**config.mk**
```make
export PLATFORM = sky130hd
export DESIGN_NAME = fetch_unit
export DESIGN_NICKNAME = d
export VERILOG_FILES = /design/src/rtl/fetch_pkg.sv /design/src/rtl/fetch_unit.sv
export SDC_FILE = /design/constraint.sdc
export NUM_CORES = 1
export LEC_CHECK = 0
export ABC_AREA = 1
export CAP_MARGIN = 20
export CORE_MARGIN = 2
export CORE_UTILIZATION = 36
export DETAILED_ROUTE_END_ITERATION = 12
export MAX_ROUTING_LAYER = met4
export PLACE_DENSITY_LB_ADDON = 0.2
export SLEW_MARGIN = 30
export SYNTH_ARGS = -nofsm -noshare
export SYNTH_HDL_FRONTEND = slang
export SYNTH_SLANG_ARGS = --single-unit
```
**constraint.sdc**
```tcl
create_clock -name clk -period 5.2 [get_ports clk]
set_input_delay 0.78 -clock clk [delete_from_list [all_inputs] [get_ports clk]]
set_output_delay 0.78 -clock clk [all_outputs]
set_load 0.005 [all_outputs]
```
**src/rtl/fetch_pkg.sv**
```systemverilog
// Shared types and constants for the instruction fetch front end.
package fetch_pkg;

  localparam int ADDR_W_DEF  = 16;
  localparam int INSTR_W_DEF = 16;

  // Sequential PC increment in bytes (16-bit instructions).
  localparam int PC_STEP = 2;

  // Clears bit 0 of a redirect target; wide enough for any ADDR_W up to 64.
  localparam logic [63:0] ALIGN_MASK = ~64'd1;

  typedef enum logic [1:0] {
    ST_IDLE,
    ST_REQ,
    ST_HOLD,
    ST_FLUSH
  } fetch_state_e;

endpackage

```
**src/rtl/fetch_unit.sv**
```systemverilog
// Instruction fetch front end: issues one-outstanding reads at the PC,
// hands instructions downstream over valid/ready and writes the next PC
// (sequential or redirected) back to the PC register.
module fetch_unit
  import fetch_pkg::*;
#(
  parameter int ADDR_W  = ADDR_W_DEF,
  parameter int INSTR_W = INSTR_W_DEF
) (
  input  logic               clk,
  input  logic               rst,
  input  logic [ADDR_W-1:0]  pc_cur,
  output logic [ADDR_W-1:0]  pc_next,
  output logic               pc_write,
  output logic               imem_req,
  output logic [ADDR_W-1:0]  imem_addr,
  input  logic               imem_ack,
  input  logic [INSTR_W-1:0] imem_rdata,
  output logic               instr_valid,
  output logic [INSTR_W-1:0] instr,
  output logic [ADDR_W-1:0]  instr_pc,
  input  logic               instr_ready,
  input  logic               redirect_valid,
  input  logic [ADDR_W-1:0]  redirect_target,
  output logic               misaligned
);

  localparam logic [ADDR_W-1:0] STEP = ADDR_W'(PC_STEP);

  fetch_state_e       state_q, state_d;
  logic [ADDR_W-1:0]  fetch_pc_q, fetch_pc_d;
  logic [ADDR_W-1:0]  pc_next_q, pc_next_d;
  logic [ADDR_W-1:0]  imem_addr_q, imem_addr_d;
  logic [ADDR_W-1:0]  instr_pc_q, instr_pc_d;
  logic [INSTR_W-1:0] instr_q, instr_d;
  logic               pc_write_q, pc_write_d;
  logic               imem_req_q, imem_req_d;
  logic               instr_valid_q, instr_valid_d;
  logic               misaligned_q, misaligned_d;

  logic [ADDR_W-1:0]  redir_pc;
  logic [ADDR_W-1:0]  seq_pc;
  logic               redir_take;

  assign redir_pc   = redirect_target & ALIGN_MASK[ADDR_W-1:0];
  assign seq_pc     = fetch_pc_q + STEP;
  // IDLE only samples pc_cur; a redirect there has nothing to steer yet.
  assign redir_take = redirect_valid && (state_q != ST_IDLE);

  // Next-state and next-output logic; a redirect overrides the sequential path.
  always_comb begin
    state_d       = state_q;
    fetch_pc_d    = fetch_pc_q;
    pc_next_d     = pc_next_q;
    imem_addr_d   = imem_addr_q;
    instr_pc_d    = instr_pc_q;
    instr_d       = instr_q;
    imem_req_d    = imem_req_q;
    instr_valid_d = instr_valid_q;
    pc_write_d    = 1'b0;
    misaligned_d  = 1'b0;

    if (redir_take) begin
      fetch_pc_d    = redir_pc;
      pc_next_d     = redir_pc;
      pc_write_d    = 1'b1;
      misaligned_d  = redirect_target[0];
      instr_valid_d = 1'b0;
    end

    unique case (state_q)
      ST_IDLE: begin
        fetch_pc_d  = pc_cur;
        imem_addr_d = pc_cur;
        imem_req_d  = 1'b1;
        state_d     = ST_REQ;
      end
      ST_REQ: begin
        if (redir_take) begin
          // With an ack this cycle the data is dropped and the target is
          // requested right away; otherwise the in-flight read must drain.
          if (imem_ack) imem_addr_d = redir_pc;
          else          state_d     = ST_FLUSH;
        end else if (imem_ack) begin
          instr_d       = imem_rdata;
          instr_pc_d    = imem_addr_q;
          instr_valid_d = 1'b1;
          fetch_pc_d    = seq_pc;
          pc_next_d     = seq_pc;
          pc_write_d    = 1'b1;
          imem_req_d    = 1'b0;
          state_d       = ST_HOLD;
        end
      end
      ST_HOLD: begin
        if (redir_take) begin
          imem_addr_d = redir_pc;
          imem_req_d  = 1'b1;
          state_d     = ST_REQ;
        end else if (instr_ready) begin
          instr_valid_d = 1'b0;
          imem_addr_d   = fetch_pc_q;
          imem_req_d    = 1'b1;
          state_d       = ST_REQ;
        end
      end
      ST_FLUSH: begin
        // Old read still outstanding; its data is discarded on ack and the
        // latest redirect target (held in fetch_pc) is requested instead.
        if (imem_ack) begin
          imem_addr_d = redir_take ? redir_pc : fetch_pc_q;
          state_d     = ST_REQ;
        end
      end
      default: state_d = ST_IDLE;
    endcase
  end

  // State and registered outputs.
  always_ff @(posedge clk) begin
    if (rst) begin
      state_q       <= ST_IDLE;
      fetch_pc_q    <= '0;
      pc_next_q     <= '0;
      imem_addr_q   <= '0;
      instr_pc_q    <= '0;
      instr_q       <= '0;
      pc_write_q    <= 1'b0;
      imem_req_q    <= 1'b0;
      instr_valid_q <= 1'b0;
      misaligned_q  <= 1'b0;
    end else begin
      state_q       <= state_d;
      fetch_pc_q    <= fetch_pc_d;
      pc_next_q     <= pc_next_d;
      imem_addr_q   <= imem_addr_d;
      instr_pc_q    <= instr_pc_d;
      instr_q       <= instr_d;
      pc_write_q    <= pc_write_d;
      imem_req_q    <= imem_req_d;
      instr_valid_q <= instr_valid_d;
      misaligned_q  <= misaligned_d;
    end
  end

  assign pc_next     = pc_next_q;
  assign pc_write    = pc_write_q;
  assign imem_req    = imem_req_q;
  assign imem_addr   = imem_addr_q;
  assign instr_valid = instr_valid_q;
  assign instr       = instr_q;
  assign instr_pc    = instr_pc_q;
  assign misaligned  = misaligned_q;

endmodule

```
==> impl_metrics.py, run 1 <==
metrics = {
    "detailed_routing": {
        "routed_via_density": 5.116,
        "wl_per_cell_um": 15.04,
        "route.detailed.drc": 0,
        "routed_wl_um": 12470,
        "vias": 4241,
        "ant_nets": 0,
        "dr.first_iter.drc_count": 267,
        "drt_first_pass_iters": 5,
    },
    "yosys": {
        "synth.avg_cell_area_um2": 7.055,
        "synth.top_cells.by_area": "dfxtp_1, nor2_1, o21ai_0, nand2_1, a21oi_1",
        "yosysTopAreaCell": "dfxtp_1",
        "ys_seq_area_share_pct": 42.22,
        "synth_cells": 578,
        "yosys.area.top_type_share_pct": 42.22,
        "netlist_area_um2": 4078,
        "syn_nets": 636,
        "ys_ff_latch": 86,
        "synth_cell_type_count": 31,
        "ys_warn_count": 0,
    },
    "timing": {
        "finalHoldViolCount": 0,
        "setup_viol": 0,
        "setup_tns_ns": 0,
        "rsz0062_at_grt": "false",
        "finalMaxSlewViolations": 0,
        "max_slew_margin_pct": 41.35,
        "fmax_mhz": 291.7,
        "setup_ws_ns": 1.771,
        "clock_skew_ns": 0.007059,
        "min_period_ns": 3.429,
        "min_period_over_period_pct": 65.93,
        "worstMarginPinSlew_ns": 0.8798,
    },
    "clock_network": {
        "cts_hold_buf": 0,
        "clk_path_buf_depth": 2,
        "cts_setup_buffers": 0,
        "cts-resized-gates": 0,
        "cts.sinks": 86,
        "cts_tree": "done",
        "cts_max_level": 3,
        "clkTransAtPathRegs_ns": 0.07,
        "root_buffer": "clkbuf_16",
        "cts_made_buffers": 9,
        "clkLatencyLatePin_ns": 0.34,
    },
    "layout": {
        "n_antenna_cell": 0,
        "drive_above_1_share_pct": 4.499,
        "syn_to_final_growth_pct": 38.05,
        "final_nets": 742,
    },
    "critical_path": {
        "cp_data_required_time_ns": 5.49,
        "path_max_fanout": 47,
        "critical_path_arrival_ns": 3.72,
        "crit_type": "register to register",
        "cp-start-kind": "register",
        "end_kind": "register",
    },
    "placement": {
        "dp_slack_ns": 1.717,
        "portBuffers": 120,
        "hpwl_um": 8712,
        "gp_congestion": 0.9198,
    },
    "global_route": {
        "grt_max_degree": 48,
        "overflow": 0,
        "antenna_found_initial": 0,
        "grt_pass1_vias": 4214,
        "track_usage_pct": 21.15,
        "grt_first_pass_wirelength_um": 20810,
    },
    "die": {
        "initial_core_util_pct": 37.29,
        "die-area_um2": 12190,
        "ioPinCount": 121,
        "die_width_um": 110.4,
        "die_h_um": 110.4,
        "core_um2": 10940,
        "rows": 38,
    },
    "status": {
        "status": "complete, no violations",
    },
    "min_path": {
        "hp-class": "register to register",
    },
    "pwr": {
        "power.density_nw_per_um2": 399.0,
        "static-leakage-power_nw": 2.311,
        "vdd_drop_max_mv": 0.1877,
    },
    "flow_run": {
        "max_cap_violations": 0,
    },
}
[path summary, 6_finish.rpt]
kind	slack [ns]	end	depth (start not counted)	startpoint
worst min register to register	0.45	imem_req$_SDFFE_PP0P_	2	imem_req$_SDFFE_PP0P_
worst max-delay path	1.77	fetch_pc_q[5]$_SDFF_PP0_	13	state_q[0]$_SDFFE_PP0P_
worst max register to register	1.77	fetch_pc_q[5]$_SDFF_PP0_	13	state_q[0]$_SDFFE_PP0P_
worst min-delay path	0.45	imem_req$_SDFFE_PP0P_	2	imem_req$_SDFFE_PP0P_
[power by group]
group | switching (mW) | internal, mW
logic | 0.398 | 0.334
clock network | 0.280 | 0.378
registers | 0.0810 | 0.776
total | 0.759 | 1.49
[routing by layer]
metal | track usage [%] | vias up | wire (um)
met5 | - | - | 0
met4 | 6.167 | 0 | 192
met3 | 3.842 | 12 | 713
met2 | 34.64 | 145 | 5918
met1 | 26.75 | 1961 | 5641
li1 | - | 2123 | -
[kinds of logic after synthesis]
| logic type | after synthesis | synth area share, % |
|---|---|---|
| AND/OR/NAND/NOR | 234 | 23.20 |
| flip-flops | 86 | 42.22 |
| XOR/XNOR | 6 | 1.289 |
| buffers and inverters | 80 | 8.683 |
| AO/OA/AOI/OAI | 167 | 23.07 |
| adder cells (fa/ha/maj) | 5 | 1.534 |
[flip-flops by register name, summed over array words and instances, names as in the netlist]
register / cells
fetch_pc_q: 16
imem_addr: 16
imem_req: 1
instr: 16
instr_pc: 16
instr_valid: 1
misaligned: 1
pc_next: 16
pc_write: 1
state_q: 2
[synth_stat cells]
master and n:
buf_2 9, buf_4 2, nor3_4 1, nand2_4 2, nand4_1 3, nand2_1 98, a21boi_0 6, o21ai_1 9
inv_4 2, xor2_1 6, nand3_1 10, nor3_1 3, o21a_1 7, nor2_2 1, nand3b_1 1, dfxtp_1 86
inv_2 3, buf_6 4, o211ai_1 10, nor2_1 113, inv_1 46, o221ai_1 8, o21ai_0 79, clkbuf_1 14
o2111ai_1 2, nand2_2 1, a211oi_1 1, a21oi_1 39, a31oi_1 6, ha_1 5, nor2_4 1
[metrics by stage]
stage          instances  area, um^2  hold WS (ns)  power [mW]  utilization, %
3_3_place_gp         813        5326        0.4551       1.585           48.71
3_5_place_dp         813        5326        0.4463       1.599           48.71
2_1_floorplan        578        4078        0.4445       1.277               -
4_1_cts              829        5629        0.4559       2.266           51.48
6_report             829        5629        0.4519       2.246           51.48
5_1_grt              829        5629        0.4869       2.391           51.48
[area by class of cell]
| type | instances | area [um^2] |
|---|---|---|
| Fill cell | 1087 | 5306 |
| Multi-Input combinational cell | 412 | 2002 |
| Sequential cell | 86 | 1722 |
| Timing Repair Buffer | 124 | 1231 |
| Clock buffer | 9 | 225.2 |
| Inverter | 51 | 196.4 |
| Tap cell | 140 | 175.2 |
| Clock inverter | 7 | 77.57 |
[worst max-delay path, stage by stage (launching register included)]
cell,delay (ns)
dfxtp_1,0.33
inv_1,0.11
ha_1,0.75
inv_4,0.08
nand2_4,0.23
inv_2,0.32
nor2_4,0.15
buf_4,0.39
inv_2,0.42
a21oi_1,0.22
o21ai_1,0.11
o211ai_1,0.09
nand2_1,0.07
inv_1,0.05
[layout by cell type (no fill, tap or decap), types with 8 or more instances in the layout]
cell / instances
clkbuf_16: 9
o211ai_1: 10
a21oi_1: 39
dfxtp_1: 86
inv_1: 46
o21ai_0: 79
clkdlybuf4s50_1: 120
nand2_1: 98
nand3_1: 10
nor2_1: 113
o21ai_1: 9
o221ai_1: 8
Power figures use the tool's default switching activity.
==> run 2, diff against run 1 <==
clock period = 3.3 ns   (was 5.2 ns; I/O delays follow)
==> impl_metrics.py, run 2 (synthesized netlist as in run 1, its figures left out) <==
metrics = {
    "detailed_routing": {
        "vias": 4289,
        "routed_wl_um": 12460,
        "routed_via_density": 5.155,
        "dr.first_iter.drc_count": 317,
        "wl_per_cell_um": 14.98,
        "route.detailed.drc": 0,
        "drt_first_pass_iters": 5,
        "ant_nets": 0,
    },
    "global_route": {
        "overflow": 0,
        "antenna_found_initial": 0,
        "grt_max_degree": 48,
        "grt_pass1_vias": 4136,
        "track_usage_pct": 21.10,
        "grt_first_pass_wirelength_um": 20610,
    },
    "clock_network": {
        "clkTransAtPathRegs_ns": 0.07,
        "cts_hold_buf": 0,
        "cts_setup_buffers": 0,
        "cts_max_level": 3,
        "root_buffer": "clkbuf_16",
        "clkLatencyLatePin_ns": 0.34,
        "clk_path_buf_depth": 2,
        "cts.sinks": 86,
        "cts_tree": "done",
        "cts_made_buffers": 9,
        "cts-resized-gates": 0,
    },
    "placement": {
        "gp_congestion": 0.9067,
        "hpwl_um": 8859,
        "portBuffers": 120,
    },
    "critical_path": {
        "critPathMaxStageDelay_ns": 0.60,
        "ff2ff_setup_slack_ns": 0.79,
        "cp_data_required_time_ns": 3.55,
        "cp_num_buf_inv": 5,
        "critical_path_arrival_ns": 2.76,
        "end_kind": "register",
        "cp_slowest_cell": "inv_2",
        "crit_chain": "inv_1 -> ha_1 -> inv_4 -> nand2_4 -> inv_2 -> nor2_4 -> inv_2 -> a21oi_1 -> o21ai_1 -> o211ai_1 -> nand2_1 -> inv_1",
        "path_delay_family": "buffers and inverters",
        "crit_type": "register to register",
        "cp-start-kind": "register",
        "path_max_fanout": 47,
    },
    "timing": {
        "fmax_mhz": 398.5,
        "finalMaxSlewViolations": 0,
        "min_period_over_period_pct": 76.04,
        "clock_skew_ns": 0.006358,
        "min_period_ns": 2.509,
        "setup_viol": 0,
        "worstMarginPinSlew_ns": 0.8502,
        "max_slew_margin_pct": 43.26,
        "setup_tns_ns": 0,
        "finalHoldViolCount": 0,
        "rsz0062_at_grt": "false",
    },
    "layout": {
        "fill_cells": 1077,
        "multiInputGateArea_um2": 2002,
        "seq_area_um2": 1722,
        "n_antenna_cell": 0,
        "final_cell_mix": "clkdlybuf4s50_1, nor2_1, nand2_1",
        "final_common_cell": "clkdlybuf4s50_1",
        "final_nets": 745,
        "syn_to_final_growth_pct": 37.93,
        "drive_above_1_share_pct": 4.769,
    },
    "pwr": {
        "vdd_drop_max_mv": 0.2569,
        "power.density_nw_per_um2": 617.5,
        "static-leakage-power_nw": 2.308,
        "power_mw": 3.473,
    },
    "die": {
        "die-area_um2": 12190,
        "die_h_um": 110.4,
        "initial_core_util_pct": 37.29,
        "die_width_um": 110.4,
        "core_um2": 10940,
        "rows": 38,
        "ioPinCount": 121,
    },
    "flow_run": {
        "max_cap_violations": 0,
    },
    "status": {
        "status": "complete, no violations",
    },
    "min_path": {
        "hp-class": "register to register",
    },
}
==> run 2: changes by cell type in the layout (fill, tap and decap cells not counted) <==
cell and delta:
buf_4 +3, bufinv_16 -1, clkbuf_1 +1, clkinvlp_4 +1
inv_6 -1
==> run 2: layout make-up <==
cell class / count / share of cell area (%)
Clock inverter: 6 / 0.8231
Inverter: 51 / 3.493
Multi-Input combinational cell: 412 / 35.60
Clock buffer: 10 / 4.071
Sequential cell: 86 / 30.61
Timing Repair Buffer: 127 / 22.29
Tap cell: 140 / 3.115
==> run 2: metal layers <==
metal	share of wire, %	global-route usage (%)	wire length, um
met1	45	26.94	5633
met3	6.7	3.677	840
met4	1.5	7.083	187
met5	0	-	0
met2	47	33.91	5802
==> run 2: through the flow <==
| stage | setup slack (ns) | instances | cell area (um^2) | hold WS [ns] | utilization [%] |
|---|---|---|---|---|---|
| 2_1_floorplan | 1.484 | 578 | 4078 | 0.4445 | - |
| 3_3_place_gp | 0.6490 | 816 | 5349 | 0.4452 | 48.91 |
| 3_5_place_dp | 0.5648 | 816 | 5349 | 0.4475 | 48.91 |
| 4_1_cts | 0.7787 | 832 | 5624 | 0.4562 | 51.43 |
| 5_1_grt | 0.5039 | 832 | 5624 | 0.4883 | 51.43 |
| 6_report | 0.7908 | 832 | 5624 | 0.4517 | 51.43 |
==> run 2: worst min-delay path: cells and delay by family, from the launching register on <==
kind / cells / cell delay, ns
buf+inv: 1 / 0.05
flops: 1 / 0.31
compound gates: 1 / 0.05
==> run 2: final timing paths <==
| path | from | end | cells past startpoint |
|---|---|---|---|
| setup / recovery | state_q[0]$_SDFFE_PP0P_ | fetch_pc_q[5]$_SDFF_PP0_ | 12 |
| hold reg to reg | imem_req$_SDFFE_PP0P_ | imem_req$_SDFFE_PP0P_ | 2 |
| hold / removal | imem_req$_SDFFE_PP0P_ | imem_req$_SDFFE_PP0P_ | 2 |
| setup reg to reg | state_q[0]$_SDFFE_PP0P_ | fetch_pc_q[5]$_SDFF_PP0_ | 12 |
==> run 2: report_power, final <==
group          internal, mW  switching (mW)  total, mW
registers              1.22           0.129       1.35
clock network         0.516           0.444      0.960
logic                 0.532           0.629       1.16
total                  2.27            1.20       3.47
